[config.mk]
export PLATFORM = sky130hd
export DESIGN_NAME = bram_arbiter
export DESIGN_NICKNAME = d
export VERILOG_FILES = /design/src/rtl/bram_arbiter.sv
export SDC_FILE = /design/constraint.sdc
export NUM_CORES = 1
export LEC_CHECK = 0
export ABC_AREA = 1
export CORE_MARGIN = 2
export CORE_UTILIZATION = 40
export DETAILED_ROUTE_END_ITERATION = 7
export HOLD_SLACK_MARGIN = 0.03
export MAX_ROUTING_LAYER = met4
export PLACE_DENSITY = 0.88
export SYNTH_ARGS = -nofsm -noshare
export SYNTH_HDL_FRONTEND = slang
export SYNTH_SLANG_ARGS = --single-unit
[constraint.sdc]
create_clock -name clk -period 4.5 [get_ports clk]
set_clock_uncertainty 0.05 [all_clocks]
set_input_delay 1.35 -clock clk [delete_from_list [all_inputs] [get_ports clk]]
set_output_delay 1.35 -clock clk [all_outputs]
set_load 0.1 [all_outputs]
[src/rtl/bram_arbiter.sv]
// ---------------------------------------------------------------------------
// bram_arbiter
//
// Shares one single-port 16-bit block RAM between the CPU (port 0) and a
// secondary master (port 1). At most one access is issued per clock. The RAM
// strobes are driven from registers. Read data comes back exactly two cycles
// after the grant. Port 0 has priority. Port 1 wins once it has been denied
// STARVE_LIMIT consecutive cycles. Addresses above MEM_TOP are rejected with an
// error pulse and never reach the RAM.
//
// Ports
//   clk, rst            system clock; synchronous active-high reset
//   pN_req/we/addr/wdata  request and command from port N (held until gnt)
//   pN_gnt              combinational grant, request accepted this cycle
//   pN_rvalid/rdata     read response pulse and data (two cycles after gnt)
//   pN_err              out-of-range pulse, same timing as rvalid
//   bram_addr/data_in   registered RAM address and write data
//   bram_cs_n/wr_n/rd_n registered active-low RAM strobes
//   bram_data_out       RAM read data, valid one clock after the strobes
// ---------------------------------------------------------------------------
module bram_arbiter #(
  parameter logic [15:0] MEM_TOP      = 16'hEFFF,
  parameter int unsigned STARVE_LIMIT = 4
) (
  input  logic        clk,
  input  logic        rst,

  input  logic        p0_req,
  input  logic        p0_we,
  input  logic [15:0] p0_addr,
  input  logic [15:0] p0_wdata,
  output logic        p0_gnt,
  output logic        p0_rvalid,
  output logic [15:0] p0_rdata,
  output logic        p0_err,

  input  logic        p1_req,
  input  logic        p1_we,
  input  logic [15:0] p1_addr,
  input  logic [15:0] p1_wdata,
  output logic        p1_gnt,
  output logic        p1_rvalid,
  output logic [15:0] p1_rdata,
  output logic        p1_err,

  output logic [15:0] bram_addr,
  output logic        bram_cs_n,
  output logic        bram_wr_n,
  output logic        bram_rd_n,
  output logic [15:0] bram_data_in,
  input  logic [15:0] bram_data_out
);

  localparam logic [7:0] STARVE_MAX = 8'(STARVE_LIMIT);

  // Bookkeeping that travels with each issued access through S1 and S2.
  typedef struct packed {
    logic valid;
    logic port;     // 0 = CPU, 1 = secondary master
    logic is_read;
    logic oor;      // address above MEM_TOP
  } tag_t;

  logic [7:0]  starve_cnt;
  logic        any_gnt;
  logic        sel_we;
  logic [15:0] sel_addr;
  logic [15:0] sel_wdata;
  logic        sel_oor;
  tag_t        s1_tag;
  tag_t        s2_tag;
  logic        resp_read;
  logic        resp_err;

  // -------------------------------------------------------------------------
  // Grant: port 0 by default, port 1 when alone or when it has starved.
  // -------------------------------------------------------------------------
  always_comb begin
    // NOTE: every output gets a default before any branch, so no path can
    // leave a signal unassigned and infer a latch.
    p0_gnt = 1'b0;
    p1_gnt = 1'b0;
    if (!rst) begin
      if (p1_req && (!p0_req || starve_cnt == STARVE_MAX)) begin
        p1_gnt = 1'b1;
      end else if (p0_req) begin
        p0_gnt = 1'b1;
      end
    end
  end

  assign any_gnt   = p0_gnt | p1_gnt;
  assign sel_we    = p1_gnt ? p1_we    : p0_we;
  assign sel_addr  = p1_gnt ? p1_addr  : p0_addr;
  assign sel_wdata = p1_gnt ? p1_wdata : p0_wdata;
  assign sel_oor   = sel_addr > MEM_TOP;

  // -------------------------------------------------------------------------
  // Starvation counter: counts consecutive denied cycles of port 1.
  // -------------------------------------------------------------------------
  always_ff @(posedge clk) begin
    // NOTE: sequential state uses non-blocking assignments only, so every
    // register samples the pre-edge values regardless of statement order.
    if (rst) begin
      starve_cnt <= 8'd0;
    end else if (!p1_req || p1_gnt) begin
      starve_cnt <= 8'd0;
    end else if (starve_cnt != STARVE_MAX) begin
      starve_cnt <= starve_cnt + 8'd1;
    end
  end

  // -------------------------------------------------------------------------
  // S1 issue stage: RAM strobes, address, write data and the access tag.
  // Address and write data hold when nothing in range is issued.
  // -------------------------------------------------------------------------
  always_ff @(posedge clk) begin
    if (rst) begin
      bram_cs_n    <= 1'b1;
      bram_wr_n    <= 1'b1;
      bram_rd_n    <= 1'b1;
      bram_addr    <= 16'h0000;
      bram_data_in <= 16'h0000;
      s1_tag       <= '0;
    end else begin
      bram_cs_n <= 1'b1;
      bram_wr_n <= 1'b1;
      bram_rd_n <= 1'b1;
      s1_tag    <= '{valid: any_gnt, port: p1_gnt, is_read: !sel_we, oor: sel_oor};
      if (any_gnt && !sel_oor) begin
        bram_cs_n <= 1'b0;
        bram_addr <= sel_addr;
        if (sel_we) begin
          bram_wr_n    <= 1'b0;
          bram_data_in <= sel_wdata;
        end else begin
          bram_rd_n <= 1'b0;
        end
      end
    end
  end

  // -------------------------------------------------------------------------
  // S2 response stage: the tag lines up with bram_data_out from the RAM.
  // -------------------------------------------------------------------------
  always_ff @(posedge clk) begin
    if (rst) begin
      s2_tag <= '0;
    end else begin
      s2_tag <= s1_tag;
    end
  end

  // Responses are gated by rst so nothing leaks out during the reset cycle.
  assign resp_read = !rst && s2_tag.valid && s2_tag.is_read;
  assign resp_err  = !rst && s2_tag.valid && s2_tag.oor;

  assign p0_rvalid = resp_read && !s2_tag.port;
  assign p1_rvalid = resp_read &&  s2_tag.port;
  assign p0_err    = resp_err  && !s2_tag.port;
  assign p1_err    = resp_err  &&  s2_tag.port;

  // One shared data mux; out-of-range reads return zero.
  assign p0_rdata = s2_tag.oor ? 16'h0000 : bram_data_out;
  assign p1_rdata = p0_rdata;

endmodule

### After elaboration in Yosys (flattened, before gate mapping)

Index checks and enable logic that the tools add are counted.

| cells by class | value |
|---|---|
| equality and inequality tests | 2 |
| order comparisons | 1 |
| bitwise logic cells | 2 |
| add/sub/neg operators | 1 |
| reduce and logical (&&, ||, !) cells | 20 |
| muxes and demuxes | 12 |

Operators by type and width:

| kind | count |
|---|---|
| $mux 16 | 3 |
| $gt 16x16->1 const B | 1 |
| $logic_and 1x1->1 | 9 |
| $mux 1 | 9 |
| $add 8x1->8 const B | 1 |
| $eq 8x3->1 const B | 1 |
| $ne 8x3->1 const B | 1 |
| $logic_not 1->1 | 6 |
| $reduce_or 2->1 | 2 |
| $logic_or 1x1->1 | 2 |
| $reduce_and 2->1 | 1 |
| $not 1->1 | 1 |
| $or 1x1->1 | 1 |

| storage, ports and cells | value |
|---|---|
| flip-flop bits (word level) | 51 |
| word-level logic and storage cells | 52 |
| output and inout bits | 73 |
| input bits | 86 |

### Depth between registers and ports, before layout

Gate-level depths: netlist of run 1.

| logic depth | value |
|---|---|
| depth after elaboration | 11 |
| depth in mapped cells | 15 |
| gate-level depth less buffers | 13 |

### Worst setup path before layout of run 1

OpenSTA, ideal clock, no wires.

| timing path | value |
|---|---|
| path type | input port to output port |
| from | input rst |
| to | output p0_gnt |
| arrival time | 3.737 ns |
| buffers on the path | 1 |
| required time | 3.100 ns |
| stages on the path | 2 |
| path slack | -0.637 ns |
| cell sequence | buf_2 a211oi_1 |

| between the ends | value |
|---|---|
| cells in the longest elaborated chain, start to end | 1 |

Ends and longest elaborated chain:

| what | line | text |
|---|---|---|
| start: declaration | 26 | `input logic rst,` |
| $mux 1 | 83 | `if (!rst) begin` |
| end: declaration | 32 | `output logic p0_gnt,` |

No other way between the ends.

### Worst setup path in the final report of run 1

| timing path | value |
|---|---|
| from | input rst |
| to | output p1_gnt |

| between the ends | value |
|---|---|
| cells in the longest elaborated chain, start to end | 1 |

Ends and longest elaborated chain:

| what | line | text |
|---|---|---|
| $mux 1 | 83 |  |
| end: declaration | 41 | `output logic p1_gnt,` |

No other way between the ends.

==> qor.csv, run 1 <==
metric,value,unit
#FFs+latches synth,51,
min cycle time layout,4.07,ns
sequential area share after synthesis,36.0,%
final net count,651,
worst hold slack,0.355,ns
# diodes,0,
DRT antenna net count,0,
drt drc,0,
GP Congestion,0.795,
Worst slew margin,31.0,%
hold buffer count at cts,0,
Slew Limit Fails,0,
Area after DPL,4750,um^2
die area,7780,um^2
vias in the first global route,2898,
Clock Latency Late Sink,0.30,ns
outcome,"complete, no violations",
total number of vias,3034,
IO Pins,159,
Total Power,1.43,mW
post-synth cell types,31,
largest net degree at the start of global routing,35,
Area Overhead vs Synth,70.3,%
std cell rows,30,
# Max-Cap Violations,0,
final hold vios,0,
clock-pin slew on the worst setup and hold paths,0.08,ns
core footprint,6830,um^2
filler instances,567,
f_max,246,MHz
ratio of final minimum period to clock period,90.4,%
Tot GR Track Use,21.1,%
CTS tree,done,
"Largest stage delay, worst path",0.60,ns
"slowest stage cell, crit path",clkdlybuf4s50_1,
Die X,88.2,um
Crit. End Element,primary output,
Critical Path AT,2.67,ns
Final Setup Violations,0,
startpoint types,input pin,
Synth Net Count,519,
placed cells,652,
Iter 0 DRT Violations,130,
IO Port Bufs,158,
first-pass GRT wire length,12.6,mm
Non-Filler Instances,660,
Cells after Synth,431,
Root Driver,clkbuf_8,
Main synth FF type,dfxtp_1,
Power Density,296,nW/um^2
Lkg Pwr,2.22,nW
WL final,8.00,mm
"Critical Path, Cell by Cell",clkdlybuf4s50_1 > nor2_2 > nand2_4 > inv_2 > buf_12,
Peak supply drop,0.000212,V
Worst EP required,3.10,ns
critical-path maximum fanout,10,
initial antenna violation count,0,
Clock Sink Count,51,
final instance area,4830,um^2
WP buf/inv,3,
DIE HEIGHT,88.2,um
Post-CTS Setup Repair Bufs,0,
critical path class,input pin to primary output,
Longest Clk Path Bufs,2,
post_cts resized,0,
Num CTS Buffers,5,
proportion of layout cells with a drive suffix above 1,17.9,%
worst slew pin tran,1.03,ns
CP startpoint,rst,
DP HPWL,6.42,mm
drt pass-1 iters,4,
RSZ-0062 raised after global routing,false,
Yosys warnings,0,
H-Tree Depth,2,
hold path start,s1_tag[1],
Synth Area per Inst,6.58,um^2
vias per cell,4.60,
synthesized cell area,2840,um^2
Worst Hold Class,flip-flop to flip-flop,
reg2reg start,starve_cnt[1],
starting density of the core,41.5,%
grt ovf,0,
Crit path max-delay family,buffers and inverters,
ys async rst share,0,%
WL/cell,12.1,um
"EDFF count, synth",0,
stage by stage:
step / utilization (%) / setup slack [ns] / TNS [ns]
finish: 70.7 / 0.433 / 0
global route: 70.7 / 0.335 / 0
CTS: 70.7 / 0.427 / 0
detailed placement: 69.5 / 0.388 / 0
global placement: 69.5 / 0.452 / 0
floorplan: - / -0.186 / -0.794
sequential cells by signal, summed over array words and instances (netlist names):
register	count
bram_addr	16
bram_wr_n	1
bram_data_in	16
s1_tag	4
bram_rd_n	1
starve_cnt	8
s2_tag	4
bram_cs_n	1
tightest hold or removal path: cells and delay by family, from the launching register on:
| family | cells | cell delay (ns) |
|---|---|---|
| DFF | 1 | 0.31 |
| buffers and inverters | 1 | 0.04 |
| and+or+nand+nor | 1 | 0.03 |
worst paths after layout:
path | to | slack, ns | cells past startpoint
hold reg to reg | s2_tag[1] | 0.36 | 2
setup / recovery | p1_gnt | 0.43 | 5
setup reg to reg | bram_addr[1] | 1.80 | 13
hold / removal | s2_tag[1] | 0.36 | 2
area by class of cell:
cell class              count  area, um^2  area share, %
repair buffers            162        1990           41.2
multi-input cells         256        1290           26.7
flip-flops and latches     51        1020           21.1
inverters                  87         327           6.76
well taps                  96         120           2.49
clock buffers               5        68.8           1.42
clock inverters             3        15.0          0.311
cells in the mapped netlist, drive strengths merged (2+ instances only):
cell type,count,area [um^2]
nand3b,3,22.5
clkbuf,8,30.0
ha,2,25.0
inv,86,323
o21ai,30,161
buf,29,218
nor2,54,210
nand4,17,106
dfxtp,51,1020
or2,12,75.1
nand2,103,429
nor3b,3,22.5
nand3,23,133
a21oi,4,20.0
cell families after synthesis:
group                    Yosys count  synth area share (%)
AND/OR/NAND/NOR                  217                  35.6
buffers and inverters            124                  20.2
flip-flops                        51                  36.0
AO/OA/AOI/OAI                     35                  6.66
XOR/XNOR                           2                 0.618
adder cells (fa/ha/maj)            2                 0.882
power by group:
part           switching (mW)  internal (mW)
logic                   0.455          0.218
registers              0.0164          0.482
clock network           0.150          0.107
routing by layer:
metal	vias up	track usage (%)	part of all wire, %
met1	1348	20.9	37
li1	1542	-	-
met3	12	6.16	8.9
met5	-	-	0
met4	0	5.51	1.5
met2	132	40.1	52
cells in the final DEF (no fill, tap or decap), types with 2 or more instances in the layout:
cell / count
or2_2: 12
clkinv_2: 3
nand2_4: 2
buf_4: 4
nor2_1: 36
o21ai_0: 28
inv_2: 3
clkdlybuf4s50_1: 120
ha_1: 2
nor3b_1: 3
nor2_2: 18
nand2_1: 90
a21oi_1: 3
dfxtp_1: 51
buf_12: 38
nand3b_1: 3
nand2_2: 11
inv_1: 83
nand4_1: 17
clkbuf_8: 5
nand3_1: 21
Note: power is estimated with default switching activity, not from simulation.
==> inputs of run 2 (changes only) <==
- CORE_MARGIN: 2 -> 5
==> qor.csv, run 2 (same netlist as run 1, synthesis figures left out) <==
metric,value,unit
outcome,"complete, no violations",
vias in the first global route,2854,
post_cts resized,0,
proportion of layout cells with a drive suffix above 1,17.7,%
f_max,256,MHz
Clock Sink Count,51,
Tot GR Track Use,18.1,%
Final Setup Violations,0,
Iter 0 DRT Violations,99,
ratio of final minimum period to clock period,86.9,%
DIE HEIGHT,94.2,um
grt ovf,0,
Crit. End Element,primary output,
Slew Limit Fails,0,
"commonest cells after routing, fill and taps aside","120 x clkdlybuf4s50_1, 90 x nand2_1, 83 x inv_1",
Num CTS Buffers,5,
total number of vias,2975,
final net count,652,
worst slew pin tran,1.01,ns
WL final,8.27,mm
Longest Clk Path Bufs,2,
IO Port Bufs,158,
Worst slew margin,32.6,%
Worst Hold Class,flip-flop to flip-flop,
RSZ-0062 raised after global routing,false,
H-Tree Depth,2,
clock-pin slew on the worst setup and hold paths,0.09,ns
starting density of the core,41.5,%
DP HPWL,6.76,mm
"most common cell after layout, fill and taps aside",clkdlybuf4s50_1,
DRT antenna net count,0,
Clock Latency Late Sink,0.28,ns
std cell rows,30,
first-pass GRT wire length,12.6,mm
Power Density,303,nW/um^2
Lkg Pwr,2.22,nW
hold buffer count at cts,0,
Peak supply drop,0.000215,V
vias per cell,4.51,
Worst EP required,3.10,ns
Critical Path AT,2.51,ns
IO Pins,159,
drt pass-1 iters,4,
largest net degree at the start of global routing,35,
min cycle time layout,3.91,ns
Root Driver,clkbuf_8,
"Critical Path, Cell by Cell",clkdlybuf4s50_1 > clkinv_1 > nand3_1 > nor2_1 > buf_12,
die area,8880,um^2
startpoint types,input pin,
"Largest stage delay, worst path",0.49,ns
Area Overhead vs Synth,71.2,%
fin util,71.1,%
WL/cell,12.5,um
# Max-Cap Violations,0,
drt drc,0,
core footprint,6830,um^2
GP Congestion,0.768,
Total Power,1.47,mW
Die X,94.2,um
final hold vios,0,
# diodes,0,
"slowest stage cell, crit path",clkdlybuf4s50_1,
critical path class,input pin to primary output,
CTS tree,done,
initial antenna violation count,0,
Post-CTS Setup Repair Bufs,0,
Top Registers,"bram_addr (16), bram_data_in (16), starve_cnt (8)",
critical-path maximum fanout,4,
worst hold slack,0.356,ns
==> run 2: metal layers <==
metal | global-route usage, % | wire length, um | vias up
met4 | 4.33 | 80 | 0
met3 | 3.53 | 594 | 8
met5 | - | 0 | -
met2 | 34.3 | 4210 | 121
met1 | 19.1 | 3390 | 1305
li1 | - | - | 1541
==> run 2: final timing paths <==
path / from / to / slack, ns / cells after the start
max: rst / p0_err / 0.59 / 5
min: s1_tag[2] / s2_tag[2] / 0.36 / 2
max reg2reg: starve_cnt[0] / bram_addr[9] / 1.80 / 13
min reg2reg: s1_tag[2] / s2_tag[2] / 0.36 / 2
==> run 2: critical path, delay by kind of cell <==
| family | cells | cell delay [ns] |
|---|---|---|
| buffers and inverters | 3 | 0.81 |
| AND/OR/NAND/NOR | 2 | 0.35 |
==> run 2: cell type report <==
type,instances,area [um^2]
clock buffer,6,72.6
clock inverter,1,30.0
fill,523,1970
inverter,87,327
multi-input combinational,256,1290
sequential,51,1020
tap,96,120
timing repair buffer,163,2000
==> run 2: per-stage QoR <==
| stage | setup TNS (ns) | worst slack [ns] | area [um^2] | cells |
|---|---|---|---|---|
| 3_3_place_gp | 0 | 0.600 | 4750 | 653 |
| 6_report | 0 | 0.588 | 4860 | 660 |
| 2_1_floorplan | -0.794 | -0.186 | 2880 | 431 |
| 4_1_cts | 0 | 0.580 | 4860 | 660 |
| 3_5_place_dp | 0 | 0.525 | 4750 | 653 |
| 5_1_grt | 0 | 0.509 | 4860 | 660 |
==> run 2: power breakdown <==
part           switching (mW)  internal, mW  total [mW]
Combinational           0.457         0.219       0.676
Clock                   0.137         0.163       0.300
Sequential             0.0156         0.482       0.498
Total                   0.609         0.864        1.47
==> inputs of run 3 (changes only) <==
- CORE_MARGIN: 5 -> default
==> qor.csv, run 3 (same netlist as run 1, synthesis figures left out) <==
metric,value,unit
outcome,"complete, no violations",
IO Pins,159,
Top Registers,"bram_addr (16), bram_data_in (16), starve_cnt (8)",
"Largest stage delay, worst path",0.53,ns
Longest Clk Path Bufs,2,
Clock Latency Late Sink,0.29,ns
grt ovf,0,
Seq. cell area,1020,um^2
critical-path maximum fanout,5,
Clock Sink Count,51,
Total Power,1.43,mW
"slowest stage cell, crit path",clkdlybuf4s50_1,
setup TNS,0,ns
first-pass GRT wire length,12.8,mm
Peak supply drop,0.000162,V
RSZ-0062 raised after global routing,false,
drt drc,0,
area occupied by multi-input gates,1290,um^2
Iter 0 DRT Violations,105,
die area,7430,um^2
IO Port Bufs,158,
std cell rows,30,
Final Setup Violations,0,
Crit. End Element,primary output,
Seq pwr share,34.8,%
Slew Limit Fails,0,
vias in the first global route,2932,
Worst slew margin,33.6,%
Critical Path AT,2.55,ns
NetSw,623,uW
Gate power share,47.1,%
core footprint,6830,um^2
"most common cell after layout, fill and taps aside",clkdlybuf4s50_1,
min cycle time layout,3.95,ns
Num CTS Buffers,5,
critical path class,input pin to primary output,
f_max,253,MHz
WL/cell,11.8,um
Tot GR Track Use,22.1,%
Root Driver,clkbuf_8,
CTS tree,done,
# diodes,0,
sw frac,43.5,%
ratio of final minimum period to clock period,87.7,%
"commonest cells after routing, fill and taps aside","120 x clkdlybuf4s50_1, 90 x nand2_1, 83 x inv_1",
"Critical Path, Cell by Cell",clkdlybuf4s50_1 > clkinv_1 > nand3_1 > nor2_1 > buf_12,
largest net degree at the start of global routing,35,
Worst Hold Class,flip-flop to flip-flop,
# Max-Cap Violations,0,
Clk pwr share,18.1,%
hold buffer count at cts,0,
filler instances,536,
DIE HEIGHT,86.2,um
initial antenna violation count,0,
drt pass-1 iters,4,
GP Congestion,0.771,
H-Tree Depth,2,
Area after DPL,4760,um^2
final hold vios,0,
clock-pin slew on the worst setup and hold paths,0.09,ns
fin util,71.0,%
post_cts resized,0,
Power Density,295,nW/um^2
DP HPWL,6.20,mm
final net count,653,
starting density of the core,41.5,%
Area Overhead vs Synth,71.0,%
proportion of layout cells with a drive suffix above 1,18.2,%
total number of vias,3012,
Internal,810,uW
WP buf/inv,3,
Die X,86.2,um
startpoint types,input pin,
DRT antenna net count,0,
Crit path max-delay family,buffers and inverters,
final instance area,4850,um^2
Lkg Pwr,2.22,nW
worst slew pin tran,0.992,ns
Post-CTS Setup Repair Bufs,0,
worst hold slack,0.356,ns
Worst EP required,3.10,ns
WL final,7.81,mm
vias per cell,4.55,
[run 3: power groups by stage]
stage	sequential (mW)	combinational (mW)	clock (mW)
after global routing	0.503	0.706	0.286
after CTS	0.499	0.678	0.267
final	0.499	0.674	0.259
after detailed placement	0.509	0.677	0
after floorplan	0.705	0.261	0
after global placement	0.508	0.669	0
[run 3: stage by stage]
step / setup WS [ns] / std cells
after floorplan: -0.186 / 431
after global placement: 0.572 / 654
after detailed placement: 0.545 / 654
after CTS: 0.548 / 662
after global routing: 0.483 / 662
final: 0.555 / 662
[run 3: cell type report]
class | count | area share [%]
Clock inverter | 3 | 0.413
Inverter | 87 | 6.73
Multi-Input combinational cell | 256 | 26.5
Tap cell | 96 | 2.48
Timing Repair Buffer | 164 | 41.4
Clock buffer | 5 | 1.42
Sequential cell | 51 | 21.0
[run 3: layer usage]
metal / wire length, um / GRT usage, % / up-vias
li1: - / - / 1549
met1: 2950 / 22.7 / 1321
met2: 4240 / 42.6 / 133
met3: 559 / 4.86 / 9
met4: 57 / 5.00 / 0
met5: 0 / - / -
[run 3: tightest hold or removal path, stage by stage, from the launching register on]
cell,delay [ns]
dfxtp_1,0.31
inv_1,0.04
nor2_1,0.03
[run 3: path summary, 6_finish.rpt]
path | startpoint | to | slack (ns) | depth (start not counted)
setup / recovery | rst | p1_err | 0.55 | 5
setup reg to reg | starve_cnt[0] | bram_data_in[11] | 1.99 | 15
hold / removal | s1_tag[3] | s2_tag[3] | 0.36 | 2
hold reg to reg | s1_tag[3] | s2_tag[3] | 0.36 | 2
